$ cat config.mk
export PLATFORM = sky130hd
export DESIGN_NAME = keypad_matrix_scan
export DESIGN_NICKNAME = d
export VERILOG_FILES = /design/src/rtl/keypad_matrix_scan.sv
export SDC_FILE = /design/constraint.sdc
export NUM_CORES = 1
export LEC_CHECK = 0
export CAP_MARGIN = 10
export CORE_MARGIN = 3
export CORE_UTILIZATION = 63
export CTS_CLUSTER_SIZE = 28
export DETAILED_ROUTE_END_ITERATION = 10
export PLACE_DENSITY = 0.85
export SLEW_MARGIN = 20
export SYNTH_ARGS = -nofsm -noshare
export SYNTH_HDL_FRONTEND = slang
export SYNTH_SLANG_ARGS = --single-unit
$ cat constraint.sdc
create_clock -name clk -period 5.59 [get_ports clk]
set_input_delay 1.118 -clock clk [delete_from_list [all_inputs] [get_ports clk]]
set_output_delay 1.118 -clock clk [all_outputs]
set_load 0.01 [all_outputs]
$ cat src/rtl/keypad_matrix_scan.sv
`default_nettype none
// ============================================================================
// Module      : keypad_matrix_scan
// Description : 4x3 membrane keypad scanner with row synchronizer, multi-key
//               rejection, scan-level debounce and one-hot digit outputs.
// Revision    : 1.0 - initial release
// ============================================================================
module keypad_matrix_scan #(
    parameter int COL_DWELL      = 4,
    parameter int DEBOUNCE_SCANS = 2
) (
    input  logic       clk,
    input  logic       rst,
    input  logic [3:0] row_n,
    output logic [2:0] col_n,
    output logic [9:0] keypad,
    output logic [1:0] key_func,
    output logic       key_valid,
    output logic       key_press
);

    localparam int              c_DW         = (COL_DWELL > 1) ? $clog2(COL_DWELL) : 1;
    localparam logic [c_DW-1:0] c_DWELL_LAST = c_DW'(COL_DWELL - 1);
    localparam logic [3:0]      c_DEB        = 4'(DEBOUNCE_SCANS);

    localparam logic [3:0] c_CODE_STAR = 4'd10;
    localparam logic [3:0] c_CODE_HASH = 4'd11;
    localparam logic [3:0] c_CODE_NONE = 4'd15;

    // State value doubles as the index of the column being driven
    localparam logic [1:0] c_ST_COL0 = 2'd0;
    localparam logic [1:0] c_ST_COL1 = 2'd1;
    localparam logic [1:0] c_ST_COL2 = 2'd2;

    logic [3:0]      r_row_meta;
    logic [3:0]      r_row_sync;
    logic [c_DW-1:0] r_dwell;
    logic [1:0]      r_state;
    logic [1:0]      w_state_next;
    logic            w_sample;
    logic            w_scan_done;

    logic [3:0]      w_row_act;
    logic [1:0]      w_col_hits;
    logic [1:0]      w_col_row;
    logic [1:0]      r_hits;
    logic [3:0]      r_hit_code;
    logic [1:0]      w_hits_new;
    logic [3:0]      w_code_new;
    logic [3:0]      w_result;

    logic [3:0]      r_cand;
    logic [3:0]      r_stable_cnt;
    logic [3:0]      r_committed;
    logic [3:0]      w_cand_next;
    logic [3:0]      w_cnt_next;
    logic            w_commit;

    function automatic logic [3:0] f_key_code(input logic [1:0] row, input logic [1:0] col);
        logic [3:0] code;
        if (row == 2'd3) begin
            case (col)
                2'd0:    code = c_CODE_STAR;
                2'd1:    code = 4'd0;
                default: code = c_CODE_HASH;
            endcase
        end else begin
            code = ({2'b00, row} * 4'd3) + {2'b00, col} + 4'd1;
        end
        return code;
    endfunction

    always_ff @(posedge clk or posedge rst) begin
        if (rst) begin
            r_row_meta <= 4'hF;
            r_row_sync <= 4'hF;
        end else begin
            r_row_meta <= row_n;
            r_row_sync <= r_row_meta;
        end
    end

    // Rows are sampled on the last dwell cycle, once the sync chain has settled
    assign w_sample    = (r_dwell == c_DWELL_LAST);
    assign w_scan_done = w_sample && (r_state == c_ST_COL2);

    always_ff @(posedge clk or posedge rst) begin
        if (rst) begin
            r_dwell <= '0;
        end else if (w_sample) begin
            r_dwell <= '0;
        end else begin
            r_dwell <= r_dwell + 1'b1;
        end
    end

    always_ff @(posedge clk or posedge rst) begin
        if (rst) begin
            r_state <= c_ST_COL0;
        end else begin
            r_state <= w_state_next;
        end
    end

    always_comb begin
        w_state_next = r_state;
        if (w_sample) begin
            case (r_state)
                c_ST_COL0: w_state_next = c_ST_COL1;
                c_ST_COL1: w_state_next = c_ST_COL2;
                default:   w_state_next = c_ST_COL0;
            endcase
        end
    end

    always_comb begin
        col_n = 3'b110;
        case (r_state)
            c_ST_COL1: col_n = 3'b101;
            c_ST_COL2: col_n = 3'b011;
            default:   col_n = 3'b110;
        endcase
    end

    // Per-column hit count saturates at 2, meaning "two or more"
    always_comb begin
        w_row_act  = ~r_row_sync;
        w_col_hits = 2'd0;
        w_col_row  = 2'd0;
        for (int r = 3; r >= 0; r--) begin
            if (w_row_act[r]) begin
                w_col_row  = 2'(r);
                w_col_hits = (w_col_hits == 2'd0) ? 2'd1 : 2'd2;
            end
        end
    end

    always_comb begin
        w_hits_new = r_hits;
        w_code_new = r_hit_code;
        if (w_col_hits != 2'd0) begin
            if (r_hits == 2'd0) begin
                w_hits_new = w_col_hits;
                w_code_new = f_key_code(w_col_row, r_state);
            end else begin
                w_hits_new = 2'd2;
            end
        end
    end

    assign w_result = (w_hits_new == 2'd1) ? w_code_new : c_CODE_NONE;

    always_ff @(posedge clk or posedge rst) begin
        if (rst) begin
            r_hits     <= 2'd0;
            r_hit_code <= c_CODE_NONE;
        end else if (w_scan_done) begin
            r_hits     <= 2'd0;
            r_hit_code <= c_CODE_NONE;
        end else if (w_sample) begin
            r_hits     <= w_hits_new;
            r_hit_code <= w_code_new;
        end
    end

    always_comb begin
        w_cand_next = r_cand;
        w_cnt_next  = r_stable_cnt;
        if (w_scan_done) begin
            if (w_result == r_cand) begin
                w_cnt_next = (r_stable_cnt >= c_DEB) ? c_DEB : r_stable_cnt + 4'd1;
            end else begin
                w_cand_next = w_result;
                w_cnt_next  = 4'd1;
            end
        end
    end

    assign w_commit = w_scan_done && (w_cnt_next == c_DEB) && (w_cand_next != r_committed);

    always_ff @(posedge clk or posedge rst) begin
        if (rst) begin
            r_cand       <= c_CODE_NONE;
            r_stable_cnt <= 4'd0;
        end else begin
            r_cand       <= w_cand_next;
            r_stable_cnt <= w_cnt_next;
        end
    end

    always_ff @(posedge clk or posedge rst) begin
        if (rst) begin
            r_committed <= c_CODE_NONE;
            keypad      <= 10'd0;
            key_func    <= 2'b00;
            key_valid   <= 1'b0;
            key_press   <= 1'b0;
        end else begin
            key_press <= 1'b0;
            if (w_commit) begin
                r_committed <= w_cand_next;
                key_valid   <= (w_cand_next != c_CODE_NONE);
                key_press   <= (w_cand_next != c_CODE_NONE);
                keypad      <= (w_cand_next < 4'd10) ? (10'd1 << w_cand_next) : 10'd0;
                key_func    <= {(w_cand_next == c_CODE_HASH), (w_cand_next == c_CODE_STAR)};
            end
        end
    end

endmodule
`default_nettype wire
==> results of run 1 <==
per-layer routing:
metal  vias up  track usage (%)
met2       121             41.7
met4         0             8.25
met3        15             5.47
met1      1183             37.8
met5         -                0
li1       1137                -
power by group through the flow:
stage               Clock [mW]  Combinational, mW  Sequential (mW)
floorplan                    0             0.0779            0.357
global placement             0              0.117            0.356
detailed placement           0              0.120            0.356
CTS                      0.251              0.122            0.351
global route             0.264              0.134            0.354
finish                   0.247              0.122            0.352
final cells by class:
type / count / area (um2) / share of cell area, %
clock buffer: 5 / 68.8 / 2.16
timing repair buffer: 24 / 235 / 7.38
tap: 50 / 62.6 / 1.96
sequential: 44 / 1130 / 35.3
inverter: 17 / 63.8 / 2.00
clock inverter: 3 / 42.5 / 1.33
multi-input combinational: 220 / 1590 / 49.8
per-stage QoR:
| step | util, % | std cells | cell area [um2] | setup WS, ns |
|---|---|---|---|---|
| 2_1_floorplan | - | 294 | 2860 | 1.76 |
| 3_3_place_gp | 73.7 | 355 | 3080 | 1.29 |
| 3_5_place_dp | 73.7 | 355 | 3080 | 1.16 |
| 4_1_cts | 76.4 | 363 | 3190 | 1.11 |
| 5_1_grt | 76.4 | 363 | 3190 | 0.774 |
| 6_report | 76.4 | 363 | 3190 | 1.03 |
how the worst max path moves through the flow:
stage	from	slack (ns)	to	cells past startpoint
detailed placement	r_row_sync[3]$_DFF_PP1_	1.16	keypad[2]$_DFFE_PP0P_	13
global placement	r_row_sync[3]$_DFF_PP1_	1.29	keypad[5]$_DFFE_PP0P_	13
CTS	r_row_sync[3]$_DFF_PP1_	1.11	keypad[2]$_DFFE_PP0P_	13
floorplan	r_row_sync[3]$_DFF_PP1_	1.76	r_committed[1]$_DFFE_PP1P_	13
global route	r_row_sync[3]$_DFF_PP1_	0.77	keypad[6]$_DFFE_PP0P_	13
finish	r_row_sync[3]$_DFF_PP1_	1.03	keypad[2]$_DFFE_PP0P_	13
placed cells by master (no fill, tap or decap), types with 4 or more instances in the layout:
cell type / count
sky130_fd_sc_hd__a31oi_1: 4
sky130_fd_sc_hd__nand3_1: 10
sky130_fd_sc_hd__inv_1: 15
sky130_fd_sc_hd__clkbuf_8: 5
sky130_fd_sc_hd__o21ai_0: 19
sky130_fd_sc_hd__o21a_1: 4
sky130_fd_sc_hd__o211ai_1: 14
sky130_fd_sc_hd__nor2_1: 21
sky130_fd_sc_hd__a21oi_1: 10
sky130_fd_sc_hd__nand2_1: 22
sky130_fd_sc_hd__nand4_1: 5
sky130_fd_sc_hd__nor4_1: 6
sky130_fd_sc_hd__dfrtp_1: 24
sky130_fd_sc_hd__nor3_1: 9
sky130_fd_sc_hd__mux2i_1: 5
sky130_fd_sc_hd__a32oi_1: 6
sky130_fd_sc_hd__dfstp_2: 20
sky130_fd_sc_hd__clkdlybuf4s50_1: 22
sky130_fd_sc_hd__ha_1: 15
registers in the layout, indices dropped and copies added (netlist names):
name and count:
keypad 10, r_hits 2, r_committed 4, r_row_meta 4, r_row_sync 4, r_cand 4
key_valid 1, r_hit_code 4, key_func 2, key_press 1, r_dwell 2, r_stable_cnt 4
r_state 2
cells by family (layout without fill, tap and decap cells):
family,Yosys count,count (layout),synth area share (%)
fa+ha+maj,17,17,7.62
compound gates,87,87,22.4
simple gates,101,101,20.0
mux,8,8,3.15
flops,44,44,39.4
xor+xnor,7,7,2.41
buf+inv,30,49,4.99
==> parameters.txt, run 1 <==
Parameter                              Value

Power and ir drop
  Sequential Power Share    48.8%
  Overall power after layout    0.721 mW
  Internal portion of total power    0.523 mW
  P_sw    0.198 mW
  Portion of total power attributed to the clock network    34.3%
  Sw Share    27.4%
  Worst supply voltage drop on vdd    0.176 mV
  Gate power share    17.0%
  Total power density per cell area    226 nW/um2
  Leakage dissipation    1.27 nW

Critical path
  Cell breakdown of the critical path    inv_1, ha_1, xor2_1, a21oi_1, ha_1, fa_1, mux2i_1, o21ai_0, or4_1, o211a_2, nor3_4, a32oi_1, o211ai_1
  Internal reg-to-reg setup slack    1.03 ns
  Critical Path Slowest Stage Cell    sky130_fd_sc_hd__nor3_4
  Slowest Stage Delay on Critical Path    0.76 ns
  Required time at the endpoint of the critical path    5.80 ns
  Depth of the worst register-to-register path    13
  Maximum fanout along the worst path    26
  Sum of buffers and inverters on the critical path    1
  Critical Setup Path Class    register to register
  Cell type with the highest occurrence count on the critical path    sky130_fd_sc_hd__ha_1
  Gate family responsible for the most delay along the worst path    simple AND/OR/NAND/NOR gates
  Reg-to-Reg End    keypad[2]$_DFFE_PP0P_
  Crit path capture type    register
  Crit path DAT    4.78 ns
  R2r startpoint    r_row_sync[3]$_DFF_PP1_
  Nature of the critical path startpoint    register

Drt
  WL met1    2.87 mm
  Initial DRC count    269
  Via count normalized by instance count    6.77
  Total via count in the routed design    2,456
  Met2 WL    3.05 mm
  First-pass detailed-route iteration total    6
  Top layer reached by signal wires    met4
  Met3 routed wirelength    526 um
  DRC    0
  Post-detailed-route wirelength per cell    18.1 um
  Drt total wl    6.56 mm
  DRT antenna net count    0

Global routing
  Tot GR Track Use    26.8%
  Largest net degree at the start of global routing    45
  Wire length of the first global-routing pass    11.4 mm
  Initial antenna violation count    0
  Via count of the first global-routing pass    2,384
  GR Overflow Total    0

Place
  Placer congestion estimate    0.964
  Number of input and output port buffers inserted    22
  Estimated wirelength of the detail-placed design    4.51 mm

Synth
  Post-synth top flop    sky130_fd_sc_hd__dfrtp_1
  Top cell type by total area after synthesis    sky130_fd_sc_hd__dfrtp_1
  Netlist area before placement    2860 um2
  Top cells by area in the synthesized netlist    sky130_fd_sc_hd__dfrtp_1, sky130_fd_sc_hd__dfstp_2, sky130_fd_sc_hd__ha_1, sky130_fd_sc_hd__o211ai_1, sky130_fd_sc_hd__o21ai_0
  FFs w/ async S/R, synth    100%
  Cell with the most instances after synthesis    sky130_fd_sc_hd__dfrtp_1
  Area share of the largest cell type after synthesis    21.0%
  Synth Net Count    316
  Count of different cell masters after synthesis    70
  Part of the Yosys area used for sequential elements    39.4%
  Flops & latches, synth    44
  Syn. warnings    0
  Top cell types by occurrence after synthesis    sky130_fd_sc_hd__dfrtp_1, sky130_fd_sc_hd__nand2_1, sky130_fd_sc_hd__nor2_1
  Number of flops mapped to enable cells by yosys    0
  Average cell area after synthesis    9.72 um2
  Count of mapped cells out of synthesis    294

Floorplan
  Boundary pin count    23
  Die Y-Extent    73.3 um
  Area of the die    5380 um2
  Initial core utilization    68.5%
  Width of the die    73.3 um
  Total core area    4170 um2
  Std cell rows    23

Hold path
  Startpoint of the worst hold path    r_row_meta[0]$_DFF_PP1_
  Destination of the worst hold path    r_row_sync[0]$_DFF_PP1_
  WHS Path Cells    0
  Kind of path behind the tightest hold check    register to register

CTS
  Maximum buffer depth of the clock tree    2
  Number of buffers added for setup after CTS    0
  Number of levels in the clock H-tree    2
  Cts-stage hold buffer count    0
  CTS Sinks    44
  Number of cells upsized or downsized after cts    0
  Root Driver    sky130_fd_sc_hd__clkbuf_8
  Insertion delay to the later sink of the worst-skew pair    0.30 ns
  Clock buffer count from CTS    5
  Clock slew at reported path FFs    0.09 ns
  Clock tree from TritonCTS    built

Flow run
  Number of max-capacitance violations reported    0

STA
  Final worst path period share    81.6%
  Total negative setup slack    0 ns
  Worst-case clock skew    0.0117 ns
  Worst-margin pin slew    0.903 ns
  Setup violation total in the final timing report    0
  Number of slew-limit violations in the final report    0
  Setup repair after global routing missed its margin    false
  Shortest clock period the worst path allows after layout    4.56 ns
  Hold slack    0.345 ns
  Final number of hold-violating endpoints    0
  Worst slew slack as a fraction of its limit    39.4%
  Fmax    219 MHz

Layout
  Share of layout cells above drive strength 1    16.0%
  Fillers    287
  Antenna diodes    0
  Final net count    334
  Area growth from synthesis to layout    11.6%

Outcome
  Outcome    finished, final reports clean
Power figures use the tool's default switching activity.
==> inputs of run 2 (changes only) <==
- CORE_UTILIZATION: 63 -> 53
- PLACE_DENSITY: 0.85 -> 0.77
- clock period: 5.59 -> 4.1 ns (I/O delays scaled with it)
==> parameters.txt, run 2 (synthesis results as in run 1) <==
Parameter                              Value

Power and ir drop
  Total power density per cell area    281 nW/um2
  Sequential Power Share    50.9%
  Leakage dissipation    1.34 nW
  Gate power share    20.2%
  Internal portion of total power    0.670 mW
  Worst supply voltage drop on vdd    0.180 mV
  P_sw    0.269 mW
  Portion of total power attributed to the clock network    29.0%
  Sw Share    28.7%

Floorplan
  Boundary pin count    23
  Total core area    5170 um2
  Die Y-Extent    79.4 um
  Std cell rows    26
  Width of the die    79.4 um
  Initial core utilization    55.2%
  Area of the die    6310 um2

Layout
  Most common cell after layout, fill and taps aside    sky130_fd_sc_hd__dfrtp_1
  Layout Cell Area excl Fill    3350 um2
  Register with the most flip-flops    keypad
  Fillers    420
  Storage element area    1130 um2
  Share of layout cells above drive strength 1    21.5%
  Final Non-Filler Cells    400
  Commonest cells after routing, fill and taps aside    sky130_fd_sc_hd__dfrtp_1, sky130_fd_sc_hd__nand2_1, sky130_fd_sc_hd__clkdlybuf4s50_1
  Area of the multi-input gates    1620 um2
  Final net count    351
  Antenna diodes    0
  Area growth from synthesis to layout    17.1%
  Number of flip-flops under the largest register name    10

Global routing
  Wire length of the first global-routing pass    11.0 mm
  Via count of the first global-routing pass    2,293
  Met2 Resource Use GR    35.9%
  Grt met1 use    30.1%
  Met3 GRT Util    4.85%
  GR Overflow Total    0
  Tot GR Track Use    22.1%
  Largest net degree at the start of global routing    45
  Initial antenna violation count    0
  Global-route layer with the greatest usage    met2

STA
  Worst-margin pin slew    0.606 ns
  Worst slew slack as a fraction of its limit    59.2%
  Final worst path period share    96.4%
  Setup repair after global routing missed its margin    false
  Post-route setup slack    0.147 ns
  Number of slew-limit violations in the final report    0
  Worst-case clock skew    0.00826 ns
  Fmax    253 MHz
  Shortest clock period the worst path allows after layout    3.95 ns
  Final number of hold-violating endpoints    0
  Total negative setup slack    0 ns
  Setup violation total in the final timing report    0

CTS
  Number of levels in the clock H-tree    2
  Insertion delay to the later sink of the worst-skew pair    0.30 ns
  Root Driver    sky130_fd_sc_hd__clkbuf_8
  Clock tree from TritonCTS    built
  Maximum buffer depth of the clock tree    2
  CTS Sinks    44
  Cts-stage hold buffer count    0
  Clock slew at reported path FFs    0.08 ns
  Clock buffer count from CTS    5

Drt
  First-pass detailed-route iteration total    5
  DRT antenna net count    0
  Post-detailed-route wirelength per cell    16.4 um
  Total via count in the routed design    2,395
  Initial DRC count    195
  DRC    0
  Via count normalized by instance count    5.99
  Drt total wl    6.56 mm

Critical path
  Crit path capture type    register
  Required time at the endpoint of the critical path    4.28 ns
  Nature of the critical path startpoint    register
  Maximum fanout along the worst path    13
  Critical Setup Path Class    register to register
  Crit path DAT    4.13 ns

Place
  Number of placed cells counting well taps    390
  Area after DPL    3210 um2
  Estimated wirelength of the detail-placed design    4.64 mm
  Placer congestion estimate    0.883
  Number of input and output port buffers inserted    22
  Place WS    0.0463 ns

Outcome
  Outcome    finished, final reports clean

Hold path
  Kind of path behind the tightest hold check    register to register

Flow run
  Number of max-capacitance violations reported    0
run 2: cell types whose count changed in the layout (fill, tap and decap cells not counted), moves of 2 or more:
cell | previous run | this run
sky130_fd_sc_hd__buf_4 | 2 | 18
sky130_fd_sc_hd__o21ai_0 | 19 | 14
sky130_fd_sc_hd__o21ai_1 | 2 | 7
sky130_fd_sc_hd__mux2i_1 | 5 | 3
run 2: critical path: stages, from the launching register on:
cell                        delay [ns]
sky130_fd_sc_hd__dfstp_2          0.55
sky130_fd_sc_hd__inv_1            0.06
sky130_fd_sc_hd__ha_1             0.20
sky130_fd_sc_hd__xor2_1           0.16
sky130_fd_sc_hd__a21oi_1          0.16
sky130_fd_sc_hd__ha_1             0.28
sky130_fd_sc_hd__fa_2             0.57
sky130_fd_sc_hd__mux2i_4          0.09
sky130_fd_sc_hd__a2111oi_0        0.43
sky130_fd_sc_hd__o211ai_1         0.21
sky130_fd_sc_hd__o211a_2          0.21
sky130_fd_sc_hd__or3_4            0.42
sky130_fd_sc_hd__buf_4            0.20
sky130_fd_sc_hd__o21ai_0          0.17
sky130_fd_sc_hd__o211ai_1         0.11
run 2: area by class of cell:
class,count,area share [%]
clock buffer,6,2.17
clock inverter,2,0.374
inverter,17,1.91
multi-input combinational,220,48.3
sequential,44,33.7
tap,70,2.62
timing repair buffer,41,11.0
run 2: metrics by stage:
step	hold WS (ns)	utilization (%)	power, mW
floorplan	0.345	-	0.592
CTS	0.362	63.8	0.935
finish	0.360	64.7	0.940
global placement	0.345	62.1	0.662
global route	0.363	64.7	0.986
detailed placement	0.347	62.1	0.665
run 2: power groups by stage:
| stage | Sequential [mW] | Combinational [mW] | Clock, mW |
|---|---|---|---|
| after floorplan | 0.486 | 0.106 | 0 |
| after global placement | 0.484 | 0.177 | 0 |
| after detailed placement | 0.485 | 0.180 | 0 |
| after CTS | 0.478 | 0.182 | 0.275 |
| after global routing | 0.481 | 0.208 | 0.297 |
| final | 0.478 | 0.190 | 0.272 |
run 2: what timing repair did:
action / in CTS / in global routing
setup endpoints to repair: 0 / 16
gates resized for setup: 0 / 12
buffers inserted: 0 / 2
run 2: metal layers:
metal | up-vias | share of wire [%]
li1 | 1170 | -
met1 | 1158 | 48
met2 | 61 | 47
met3 | 6 | 4.0
met4 | 0 | 0.84
met5 | - | 0
run 2: final timing paths:
kind | start | endpoint | slack [ns] | depth (start not counted)
hold / removal | r_row_meta[2]$_DFF_PP1_ | r_row_sync[2]$_DFF_PP1_ | 0.36 | 0
max in group asynchronous | rst | r_cand[3]$_DFF_PP1_ | 2.76 | 3
min in group asynchronous | rst | r_dwell[0]$_DFF_PP0_ | 0.95 | 3
setup reg to reg | r_row_sync[3]$_DFF_PP1_ | keypad[6]$_DFFE_PP0P_ | 0.15 | 14
setup / recovery | r_row_sync[3]$_DFF_PP1_ | keypad[6]$_DFFE_PP0P_ | 0.15 | 14
hold reg to reg | r_row_meta[2]$_DFF_PP1_ | r_row_sync[2]$_DFF_PP1_ | 0.36 | 0
==> inputs of run 3 (changes only) <==
- SETUP_SLACK_MARGIN: not set -> 0.4
==> parameters.txt, run 3 (synthesis results as in run 1) <==
Parameter                              Value

Layout
  Share of layout cells above drive strength 1    26.6%
  Final net count    355
  Antenna diodes    0
  Fillers    407
  Register with the most flip-flops    keypad
  Most common cell after layout, fill and taps aside    sky130_fd_sc_hd__dfrtp_1
  Final Non-Filler Cells    404
  Number of flip-flops under the largest register name    10
  Commonest cells after routing, fill and taps aside    sky130_fd_sc_hd__dfrtp_1, sky130_fd_sc_hd__nand2_1, sky130_fd_sc_hd__clkdlybuf4s50_1
  Area growth from synthesis to layout    22.3%

STA
  Fmax    256 MHz
  Final number of hold-violating endpoints    0
  Number of slew-limit violations in the final report    0
  Setup repair after global routing missed its margin    true
  Worst-case clock skew    0.00794 ns
  Setup violation total in the final timing report    0
  Worst slew slack as a fraction of its limit    38.3%
  Worst-margin pin slew    0.917 ns
  Shortest clock period the worst path allows after layout    3.91 ns
  Final worst path period share    95.3%

Critical path
  Critical Setup Path Class    register to register
  R2r startpoint    r_row_sync[3]$_DFF_PP1_
  Maximum fanout along the worst path    6
  Crit path DAT    4.13 ns
  Crit path capture type    register
  Required time at the endpoint of the critical path    4.32 ns
  Slowest Stage Delay on Critical Path    0.58 ns
  Critical Path Slowest Stage Cell    sky130_fd_sc_hd__dfstp_2
  Nature of the critical path startpoint    register
  CP startpoint    r_row_sync[3]$_DFF_PP1_
  Cell breakdown of the critical path    inv_2, ha_4, xor2_1, a21oi_1, ha_1, fa_2, xnor2_2, mux2i_1, mux2i_2, a31o_2, inv_4, a211o_4, or4b_1, a21boi_1, o211ai_1

Power and ir drop
  P_sw    0.287 mW
  Worst supply voltage drop on vdd    0.298 mV
  Total power density per cell area    276 nW/um2
  Overall power after layout    0.965 mW
  Gate power share    20.0%
  Sw Share    29.7%
  Internal portion of total power    0.678 mW
  Sequential Power Share    49.6%
  Leakage dissipation    1.38 nW
  Portion of total power attributed to the clock network    30.4%

Drt
  Drt total wl    6.75 mm
  Initial DRC count    247
  Via count normalized by instance count    6.05
  Total via count in the routed design    2,443
  First-pass detailed-route iteration total    5
  DRC    0
  DRT antenna net count    0
  Post-detailed-route wirelength per cell    16.7 um

Global routing
  Initial antenna violation count    0
  Largest net degree at the start of global routing    45
  Wire length of the first global-routing pass    11.6 mm
  Via count of the first global-routing pass    2,438
  Tot GR Track Use    23.1%
  GR Overflow Total    0

Floorplan
  Die Y-Extent    79.4 um
  Std cell rows    26
  Boundary pin count    23
  Initial core utilization    55.2%
  Total core area    5170 um2
  Width of the die    79.4 um
  Area of the die    6310 um2

Hold path
  Startpoint of the worst hold path    r_row_meta[0]$_DFF_PP1_
  Kind of path behind the tightest hold check    register to register

CTS
  Number of levels in the clock H-tree    2
  Maximum buffer depth of the clock tree    2
  CTS Sinks    44
  Clock tree from TritonCTS    built
  Insertion delay to the later sink of the worst-skew pair    0.31 ns
  Root Driver    sky130_fd_sc_hd__clkbuf_8
  Clock buffer count from CTS    5
  Clock slew at reported path FFs    0.09 ns

Place
  Number of placed cells counting well taps    383
  Placer congestion estimate    0.915
  Number of input and output port buffers inserted    22
  Estimated wirelength of the detail-placed design    4.42 mm

Outcome
  Outcome    finished, final reports clean

Flow run
  Number of max-capacitance violations reported    0
## run 3: repair_timing
item	in CTS	in global routing
pin swaps	26	4
hold buffers	0	0
endpoints found under the setup margin	16	21
buffers inserted	12	1
gates resized for setup	28	9
## run 3: area by class of cell
type                       count  area [um2]  area share [%]
clock buffer                   5        68.8            1.97
clock inverter                 3        26.3           0.752
inverter                      17        66.3            1.90
multi-input combinational    220        1700            48.7
sequential                    44        1130            32.2
tap                           70        87.6            2.51
timing repair buffer          45         417            11.9
## run 3: worst max-delay path, delay by kind of cell, from the launching register on
family                     cells  cell delay, ns
DFF                            1            0.58
AOI/OAI and AO/OA              5            1.08
adders and majority gates      3            0.79
xor gates and xnor gates       2            0.29
buffers and inverters          2            0.10
and+or+nand+nor                1            0.47
muxes                          2            0.51
## run 3: worst paths after layout
path / endpoint / cells past startpoint / slack [ns]
worst max-delay path: keypad[5]$_DFFE_PP0P_ / 15 / 0.19
worst min-delay path: r_row_sync[0]$_DFF_PP1_ / 0 / 0.36
worst max register to register: keypad[5]$_DFFE_PP0P_ / 15 / 0.19
worst min register to register: r_row_sync[0]$_DFF_PP1_ / 0 / 0.36
max in group asynchronous: r_committed[3]$_DFFE_PP1P_ / 3 / 2.75
min in group asynchronous: keypad[9]$_DFFE_PP0P_ / 3 / 0.96
## run 3: metrics by stage
step	utilization (%)	cell area (um2)	setup slack (ns)	setup TNS (ns)	hold WS (ns)
floorplan	-	2870	0.408	0	0.345
global placement	61.4	3170	0.128	0	0.346
detailed placement	61.4	3170	0.0705	0	0.347
CTS	66.6	3440	0.237	0	0.361
global route	67.5	3490	-0.0195	-0.0271	0.363
finish	67.5	3490	0.192	0	0.359
## run 3: power groups by stage
stage                     Combinational, mW  Clock (mW)  Sequential [mW]
after floorplan                       0.108           0            0.486
after global placement                0.171           0            0.483
after detailed placement              0.174           0            0.484
after CTS                             0.188       0.301            0.478
after global routing                  0.213       0.321            0.482
final                                 0.193       0.293            0.478
## run 3: per-layer routing
metal  wire (um)  vias to the layer above  global-route usage, %
li1            -                     1177                      -
met1        2980                     1167                   32.6
met2        3260                       86                   36.0
met3         397                       13                   4.63
met4         114                        0                   6.70
met5           0                        -                      0
